### src/rtl/hdmi_framebuffer_reader.sv
// Frame buffer read side: prefetches 64-bit mono words and replaces the HDMI test pattern.
// Latency: hs/vs/de/data_out follow hs_in/vs_in/de_in/x_in by exactly 2 cycles.
// Backpressure: none upstream; reads are throttled by FIFO space, and a late word becomes a sticky underrun.
// Optional crosshair overlay: define FB_READER_CROSSHAIR_EN.

`ifndef HBW
`define HBW 12
`endif
`ifndef VBW
`define VBW 11
`endif

module fb_reader_fifo #(
    parameter int W     = 64,
    parameter int DEPTH = 8
) (
    input  logic                       clock,
    input  logic                       reset_n,
    input  logic                       clear,
    input  logic                       push,
    input  logic [W-1:0]               push_dat,
    input  logic                       pop,
    output logic [W-1:0]               pop_dat,
    output logic [$clog2(DEPTH+1)-1:0] count,
    output logic                       empty
);
    localparam int AW = $clog2(DEPTH);
    localparam int CW = $clog2(DEPTH+1);

    logic [W-1:0]  mem [DEPTH];
    logic [AW-1:0] wr_ptr;
    logic [AW-1:0] rd_ptr;
    logic          do_push;
    logic          do_pop;

    // A word pushed this cycle is never visible to a pop in the same cycle.
    assign do_pop  = pop && (count != '0);
    assign do_push = push && ((count != CW'(DEPTH)) || do_pop);
    assign pop_dat = mem[rd_ptr];
    assign empty   = (count == '0);

    always_ff @(posedge clock) begin
        if (do_push && reset_n && !clear)
            mem[wr_ptr] <= push_dat;
    end

    always_ff @(posedge clock) begin
        if (!reset_n || clear) begin
            wr_ptr <= '0;
            rd_ptr <= '0;
            count  <= '0;
        end else begin
            if (do_push)
                wr_ptr <= wr_ptr + AW'(1);
            if (do_pop)
                rd_ptr <= rd_ptr + AW'(1);
            count <= count + CW'(do_push) - CW'(do_pop);
        end
    end
endmodule

module hdmi_framebuffer_reader #(
    parameter int H_ACTIVE   = 1920,
    parameter int V_ACTIVE   = 1080,
    parameter int ADDR_W     = 19,
    parameter int BASE_ADDR  = 0,
    parameter int FIFO_DEPTH = 8
) (
    input  logic              clock,
    input  logic              reset_n,
    input  logic              hs_in,
    input  logic              vs_in,
    input  logic              de_in,
    input  logic [`HBW-1:0]   x_in,
    input  logic [`VBW-1:0]   y_in,
    output logic [ADDR_W-1:0] rd_addr,
    output logic              rd_en,
    input  logic [63:0]       rd_data,
    input  logic              rd_valid,
    output logic              hs_out,
    output logic              vs_out,
    output logic              de_out,
    output logic [35:0]       data_out,
    output logic              underrun
);
    localparam int N  = H_ACTIVE * V_ACTIVE / 8;
    localparam int IW = $clog2(N+1);
    localparam int CW = $clog2(FIFO_DEPTH+1);
    localparam int DW = CW + 4;

    typedef enum logic [1:0] {IDLE, FLUSH, FILL, DONE} state_t;

    state_t            state;
    logic [IW-1:0]     issued;
    logic [ADDR_W-1:0] next_addr;
    logic [CW-1:0]     outstanding;
    logic [DW-1:0]     discard;
    logic [CW-1:0]     fifo_count;
    logic              fifo_empty;
    logic [63:0]       fifo_head;
    logic [CW:0]       occupancy;
    logic              can_issue;
    logic              rsp_accept;
    logic              rsp_drop;
    logic              flush_rsp;
    logic              pop_req;

    // Responses owed to an abandoned frame are burned off before any are kept.
    always_comb begin
        rsp_accept = 1'b0;
        rsp_drop   = 1'b0;
        if (rd_valid && state != FLUSH) begin
            if (discard != '0)
                rsp_drop = 1'b1;
            else if (outstanding != '0)
                rsp_accept = 1'b1;
        end
    end

    assign flush_rsp = rd_valid && ((discard != '0) || (outstanding != '0));
    assign occupancy = (CW+1)'(fifo_count) + (CW+1)'(outstanding);
    assign can_issue = (state == FILL) && !vs_in &&
                       (occupancy < (CW+1)'(FIFO_DEPTH)) && (issued < IW'(N));
    assign pop_req   = de_in && (x_in[2:0] == 3'd0);

    fb_reader_fifo #(.W(64), .DEPTH(FIFO_DEPTH)) u_fifo (
        .clock    (clock),
        .reset_n  (reset_n),
        .clear    (state == FLUSH),
        .push     (rsp_accept),
        .push_dat (rd_data),
        .pop      (pop_req),
        .pop_dat  (fifo_head),
        .count    (fifo_count),
        .empty    (fifo_empty)
    );

    always_ff @(posedge clock) begin
        if (!reset_n) begin
            state       <= IDLE;
            rd_en       <= 1'b0;
            rd_addr     <= '0;
            next_addr   <= ADDR_W'(BASE_ADDR);
            issued      <= '0;
            outstanding <= '0;
            discard     <= '0;
        end else begin
            rd_en <= 1'b0;
            case (state)
                IDLE: begin
                    if (vs_in)
                        state <= FLUSH;
                end
                FLUSH: begin
                    rd_addr     <= ADDR_W'(BASE_ADDR);
                    next_addr   <= ADDR_W'(BASE_ADDR);
                    issued      <= '0;
                    outstanding <= '0;
                    discard     <= discard + DW'(outstanding) - DW'(flush_rsp);
                    if (!vs_in)
                        state <= FILL;
                end
                FILL, DONE: begin
                    if (vs_in)
                        state <= FLUSH;
                    else if (state == FILL && issued == IW'(N))
                        state <= DONE;
                    if (can_issue) begin
                        rd_en     <= 1'b1;
                        rd_addr   <= next_addr;
                        next_addr <= next_addr + ADDR_W'(1);
                        issued    <= issued + IW'(1);
                    end
                    outstanding <= outstanding + CW'(can_issue) - CW'(rsp_accept);
                    if (rsp_drop)
                        discard <= discard - DW'(1);
                end
                default: state <= IDLE;
            endcase
        end
    end

    logic [63:0] shift_word;
    logic [2:0]  sel_d1;
    logic        hs_d1;
    logic        vs_d1;
    logic        de_d1;
    logic [7:0]  pix;
`ifdef FB_READER_CROSSHAIR_EN
    logic [`HBW-1:0] x_d1;
    logic [`VBW-1:0] y_d1;
`else
    logic unused_coords;
    assign unused_coords = ^{x_in[`HBW-1:3], y_in};
`endif

    assign pix = shift_word[{sel_d1, 3'b000} +: 8];

    always_ff @(posedge clock) begin
        if (!reset_n) begin
            shift_word <= '0;
            sel_d1     <= '0;
            hs_d1      <= 1'b0;
            vs_d1      <= 1'b0;
            de_d1      <= 1'b0;
            hs_out     <= 1'b0;
            vs_out     <= 1'b0;
            de_out     <= 1'b0;
            data_out   <= '0;
            underrun   <= 1'b0;
`ifdef FB_READER_CROSSHAIR_EN
            x_d1       <= '0;
            y_d1       <= '0;
`endif
        end else begin
            hs_d1  <= hs_in;
            vs_d1  <= vs_in;
            de_d1  <= de_in;
            sel_d1 <= x_in[2:0];
`ifdef FB_READER_CROSSHAIR_EN
            x_d1   <= x_in;
            y_d1   <= y_in;
`endif
            // An empty FIFO blanks the whole 8-pixel group; the word stays queued, so the image slips.
            if (pop_req) begin
                if (fifo_empty) begin
                    shift_word <= '0;
                    underrun   <= 1'b1;
                end else begin
                    shift_word <= fifo_head;
                end
            end
            hs_out   <= hs_d1;
            vs_out   <= vs_d1;
            de_out   <= de_d1;
            data_out <= de_d1 ? {3{pix, pix[7:4]}} : 36'd0;
`ifdef FB_READER_CROSSHAIR_EN
            if (de_d1 && (x_d1 == `HBW'(H_ACTIVE/2) || y_d1 == `VBW'(V_ACTIVE/2)))
                data_out <= 36'hFFFFFFFFF;
`endif
        end
    end
endmodule

### config.mk
export PLATFORM = sky130hd
export DESIGN_NAME = hdmi_framebuffer_reader
export DESIGN_NICKNAME = d
export VERILOG_FILES = /design/src/rtl/hdmi_framebuffer_reader.sv
export SDC_FILE = /design/constraint.sdc
export NUM_CORES = 1
export LEC_CHECK = 0
export CORE_UTILIZATION = 50
export CTS_CLUSTER_SIZE = 40
export DETAILED_ROUTE_END_ITERATION = 8
export PLACE_DENSITY = 0.69
export SYNTH_ARGS = -nofsm -noshare
export SYNTH_HDL_FRONTEND = slang
export SYNTH_SLANG_ARGS = --single-unit
### constraint.sdc
create_clock -name clock -period 19.9 [get_ports clock]
set_clock_uncertainty 0.1 [all_clocks]
set_input_delay 3.98 -clock clock [delete_from_list [all_inputs] [get_ports clock]]
set_output_delay 3.98 -clock clock [all_outputs]
set_load 0.05 [all_outputs]
## Word level (Yosys, flattened, before mapping)

Memories as Yosys holds them, arrays and structs flattened. A register that Yosys moved wholly into a read port is not among the register bits.
Cells that the tools add are included.

- Register bits: 191
- Latch bits: 0
- Bits in writable memories: 512
- ROM bits: 0
- Bits of input ports: 93
- Output and inout bits: 60
- Memories kept: 1

Memory list:

| name | words | bits a word | read ports | clocked after Yosys merged registers in | wr ports | RTL line | source |
|---|---|---|---|---|---|---|---|
| u_fifo.mem | 8 | 64 | 1 | 1 | 1 | 30 | `logic [W-1:0] mem [DEPTH];` |

- $add $sub $neg: 12
- Multiply operators: 0
- Div/mod/pow operators: 0
- Order comparisons: 2
- Equal/unequal tests: 11
- Shift operators: 1
- Mux-type cells: 25
- Bitwise logic cells: 0
- Reductions and logical operators: 31

Operators by type and width:

| operator | count |
|---|---|
| case mux 19 bit (2 select lines) | 2 |
| two-way mux 64 bit | 1 |
| variable part select 64 x 7 -> 8 bit | 1 |
| two-way mux 19 bit | 2 |
| case mux 18 bit (2 select lines) | 1 |
| adder 19 x 1 -> 19 bit (second input constant) | 1 |
| adder 18 x 1 -> 18 bit (second input constant) | 1 |
| equality test 18 bit (second input constant) | 1 |
| less-than comparator 18 bit (second input constant) | 1 |
| two-way mux 18 bit | 1 |
| case mux 8 bit (2 select lines) | 1 |
| logical AND 1 bit | 11 |
| AND reduction 2 bit | 5 |
| adder 4 x 1 -> 4 bit | 2 |
| adder 8 x 4 -> 8 bit | 1 |
| two-way mux 1 bit | 8 |
| two-way mux 2 bit | 4 |
| two-way mux 8 bit | 1 |
| inequality test 2 bit (second input constant) | 4 |
| case mux 4 bit (2 select lines) | 1 |
| nonzero test 4 bit | 2 |
| nonzero test 8 bit | 1 |
| subtractor 4 x 1 -> 4 bit | 2 |
| subtractor 8 x 1 -> 8 bit | 1 |
| 19 further kinds | 26 |

## Longest topological paths before layout

- Word-level depth: 9
- Mapped depth: 15
- Depth with buffers taken out: 15

## Modules after synthesis

Synthesis repeated with hierarchy kept, for this count alone.

- Cells, all modules: 1703
- Area, all modules: 27704.1 um2

Modules (own cells, without submodules):

| module | times used | cells each | area each (um2) | sequential area each (um2) |
|---|---|---|---|---|
| fb_reader_fifo | 1 | 822 | 19927.9 | 15635.0 |
| hdmi_framebuffer_reader | 1 | 881 | 7776.2 | 3062.9 |

## Worst setup path before layout

OpenSTA, ideal clock, no wires.

- Path type: in2reg
- Start point: input port x_in[1]
- End point: memory u_fifo.mem[1][0] (enable)
- Data arrival time: 9.566 ns
- Required time: 19.235 ns
- Setup slack: 9.669 ns
- Stages: 6
- Path buffers: 1
- Cells stage by stage: or4b_1 o211ai_1 and3_1 buf_4 nand3_1 nor3_1

- Longest elaborated chain between the ends: 9

Ends and longest elaborated chain:

| element | RTL line | source |
|---|---|---|
| from (decl) | 74 | `` input logic [`HBW-1:0] x_in, `` |
| zero test 3 bit | 124 | `assign pop_req = de_in && (x_in[2:0] == 3'd0);` |
| logical AND 1 bit | 124 |  |
| logical AND 1 bit | 37 | `assign do_pop = pop && (count != '0);` |
| logical OR 1 bit | 38 | `assign do_push = push && ((count != CW'(DEPTH)) \|\| do_pop);` |
| logical AND 1 bit | 38 |  |
| via u_fifo.do_push | 33 | `logic do_push;` |
| logical AND 1 bit (2 in a row) | 43 | `if (do_push && reset_n && !clear)` |
| two-way mux 1 bit | 43 |  |
| two-way mux 1 bit (implied by the code) | 44 | `mem[wr_ptr] <= push_dat;` |
| to (decl) | 30 |  |

The timed path passes the listed nets, and every way through them passes these cells.

## Worst setup path after layout

- Start point: input port reset_n
- End point: memory u_fifo.mem[4][45] (enable)

- Longest elaborated chain between the ends: 4

Ends and longest elaborated chain:

| element | RTL line | source |
|---|---|---|
| from (decl) | 70 | `input logic reset_n,` |
| logical AND 1 bit (2 in a row) | 43 |  |
| two-way mux 1 bit | 43 |  |
| two-way mux 1 bit (implied by the code) | 44 |  |

No other way between the ends.

==> summary.md <==
| Metric | Value |
|---|---|
| Status | `finished, final reports clean` |
| Full die area | `54300 um^2` |
| Layout cells sized above 1 | `between 10% and 20%` |
| RR Startpoint | `discard[0]$_SDFFE_PN0P_` |
| Critical Path RT | `between 20 and 25 ns` |
| RR Endpoint | `u_fifo.mem[4][45]$_DFFE_PP_` |
| CP peak stage delay | `1.00 ns` |
| First-pass GRT wire length | `83.5 mm` |
| Post-CTS Setup Bufs | `0` |
| Post-synth top area share | `about 58%` |
| Sink Count | `about 680` |
| I/O pin count | `approximately 150` |
| CP delay by family, top | `buffers and inverters` |
| DRT Pass-1 Iters | `5` |
| EDFF count, synth | `512` |
| Inserted Diodes | `0` |
| Grt total ovfl | `0` |
| CTS max path bufs | `3` |
| Clock root buffer | `clkbuf_16` |
| Crit path buffers/inverters | `5` |
| Final WL | `~55 mm` |
| Fin. Hold Viols | `0` |
| Final GP Congestion | `~0.85` |
| Die height | `233 um` |
| Max H-tree Level | `3` |
| Crit path cell chain | `clkdlybuf4s50_1 > buf_4 > clkinv_1 > nor2_1 > buf_4 > nand3b_1 > nor2_4 > buf_4` |
| Hold crit path type | `flop to flop` |
| Area growth from synthesis to layout | `15.5%` |
| DP HPWL | `slightly above 30 mm` |
| Gates resized, CTS repair | `0` |
| Initial antenna violation count | `3` |
| FMAX | `between 100 and 150 MHz` |
| Critical Path Sink Type | `flop` |
| Cts bufs inserted | `70` |
| Power Dens Cells | `95.9 nW/um^2` |
| 1st-iter DRT viols | `about 1200` |
| Slew margin rel. | `between 20% and 30%` |
| Avg Inst Size Synth | `approximately 17 um^2` |
| Tcrit/Tclk final | `about two fifths` |
| Post-route ant nets | `0` |
| Ranking of synthesized cells by area | `edfxtp_1, dfxtp_1, mux4_2, mux2i_1, ha_1` |
| Fin nets | `around 1800` |
| Max cap viols | `0` |
| DR DRC count | `0` |
| Synth cell count leaders | `edfxtp_1, dfxtp_1, mux4_2` |
| Fin crit period | `between 7 and 8 ns` |
| Most used cell, CP | `buf_4` |
| Site Rows | `84` |
| Area of the mapped netlist | `around 27000 um^2` |
| Insertion delay of the later-clocked pin in the worst-skew pair | `roughly 0.60 ns` |
| R2R cell count | `9` |
| Clock-pin slew on the worst setup and hold paths | `0.06 ns` |
| Hold_sp | `hs_d1$_SDFF_PN0_` |
| Measured slew at the worst slew-check pin | `between 1 and 1.5 ns` |
| DR vias | `between 10000 and 15000` |
| Initial Util | `about half` |
| Fin. max-slew vios | `0` |
| Prevailing post-synth register cell | `edfxtp_1` |
| Final setup viols | `0` |
| Worst VDD drop | `just under 90 uV` |
| RSZ-0062 raised after global routing | `no` |
| Mapped Nets | `about 1700` |
| Yosys Warn Count | `0` |
| Die X | `233 um` |
| Final Non-Filler Cells | `between 2000 and 2500` |
| Largest area contributor in the netlist | `edfxtp_1` |
| Post-synthesis register bit count | `around 680` |
| Seq/Total Area, Yosys | `between 70% and 80%` |
| Distinct cells, synth | `73` |
| Largest net degree at the start of global routing | `102` |
| # port buffers | `between 100 and 150` |
| CP max stage cell | `nor2_4` |
| Startpoint types | `primary input` |
| GRT Util Overall | `approximately 21%` |
| WHS Endpoint | `hs_out$_SDFF_PN0_` |
| TritonCTS clock tree | `built` |
| Post-synth ARST share | `0%` |
| CP max FO | `38` |
| LEAKAGE | `9.72 nW` |
| Crit path kind | `primary input to flop` |
| Post-CTS Hold Buffers | `0` |
| Placed cells | `roughly 2300` |
| Crit path DAT | `7.79 ns` |
| WL/cell | `22.5 um` |
| Mapped Cells | `~1600` |
| Vias in the first global route | `roughly 14000` |
| Setup TNS Final | `0 ns` |
| Via density | `~5.8` |
| Setup slack, reg-to-reg | `roughly 16 ns` |
| Core area | `about 53000 um^2` |
| Hold Crit Depth | `1` |
| Top-count cell post-synth | `edfxtp_1` |
[state kept, by name, summed over array words and instances, names as in the netlist, 3 cells and up, named ones only]
name,cells
shift_word,64
u_fifo.rd_ptr,3
discard,8
u_fifo.wr_ptr,3
rd_addr,19
u_fifo.mem,512
sel_d1,3
outstanding,4
next_addr,19
issued,18
u_fifo.count,4
data_out,8
[placed cells by master (no fill, tap or decap), types with 4 or more instances in the layout]
cell type and instances:
buf_4 21, inv_1 38, nand4_1 11, edfxtp_1 512, a21oi_1 34, clkbuf_1 13, clkbuf_16 72, clkdlybuf4s50_1 132
nor2_4 6, nor2b_1 5, a21o_1 6, nor2_1 62, nor3_1 18, xor2_1 5, xnor2_1 8, clkinv_1 15
a31oi_1 6, a41oi_1 5, ha_1 36, nand3_1 25, nand2b_1 7, and3_1 5, clkinv_2 12, and2_1 11
mux4_2 144, a22o_1 20, o21ai_0 68, nor3b_1 4, nand2_1 100, nor4_1 6, a211oi_1 7, bufinv_16 4
clkbuf_8 6, o21ai_1 22, dfxtp_1 163, mux2i_1 83
[worst max path at each step]
stage,startpoint,cells after the start,slack (ns),endpoint
3_3_place_gp,reset_n,8,11.70,u_fifo.mem[4][55]$_DFFE_PP_
6_report,reset_n,8,12.23,u_fifo.mem[4][45]$_DFFE_PP_
2_1_floorplan,x_in[1],6,9.67,u_fifo.mem[1][0]$_DFFE_PP_
4_1_cts,reset_n,8,12.21,u_fifo.mem[4][45]$_DFFE_PP_
5_1_grt,reset_n,8,12.03,u_fifo.mem[4][45]$_DFFE_PP_
3_5_place_dp,reset_n,8,11.58,u_fifo.mem[4][43]$_DFFE_PP_
[report_power, final]
part           switching (W)  internal, W
sequential        0.00000742      0.00153
combinational      0.0000847    0.0000605
clock               0.000534     0.000744
[routing by layer]
layer | global-route usage, % | up-vias | wire length (um)
li1 | - | 6389 | -
met1 | 28.1 | 7177 | 23900
met2 | 33.8 | 457 | 26600
met3 | 3.70 | 98 | 3040
met4 | 6.76 | 4 | 1380
met5 | 0 | - | 26
[cell type report]
class                      count  area, um^2
fill                        3867       21800
sequential                   678       18700
multi-input combinational    755        7330
clock buffer                  92        1940
timing repair buffer         154        1500
tap                          688         861
clock inverter                37         334
inverter                      41         156
[cells by family after synthesis]
kind of cell | after synthesis | synth area share, %
flip-flops | 678 | 70.1
multiplexers | 227 | 15.3
XOR/XNOR | 13 | 0.427
AND/OR/NAND/NOR | 283 | 5.15
buffers and inverters | 143 | 2.67
adder cells (fa/ha/maj) | 39 | 1.91
AO/OA/AOI/OAI | 193 | 4.50
[per-stage QoR]
stage / cell area (um^2) / hold slack (ns) / utilization [%] / total power [W] / setup slack, ns
final: 30800 / 0.341 / 58.5 / 0.00296 / 12.23
after global routing: 30800 / 0.367 / 58.5 / 0.00305 / 12.03
after CTS: 30800 / 0.350 / 58.5 / 0.00298 / 12.21
after detailed placement: 28600 / 0.323 / 54.2 / 0.00170 / 11.58
after global placement: 28600 / 0.324 / 54.2 / 0.00170 / 11.70
after floorplan: 26700 / 0.312 / - / 0.00165 / 9.67
No activity file was read; power rests on OpenSTA's default activity.
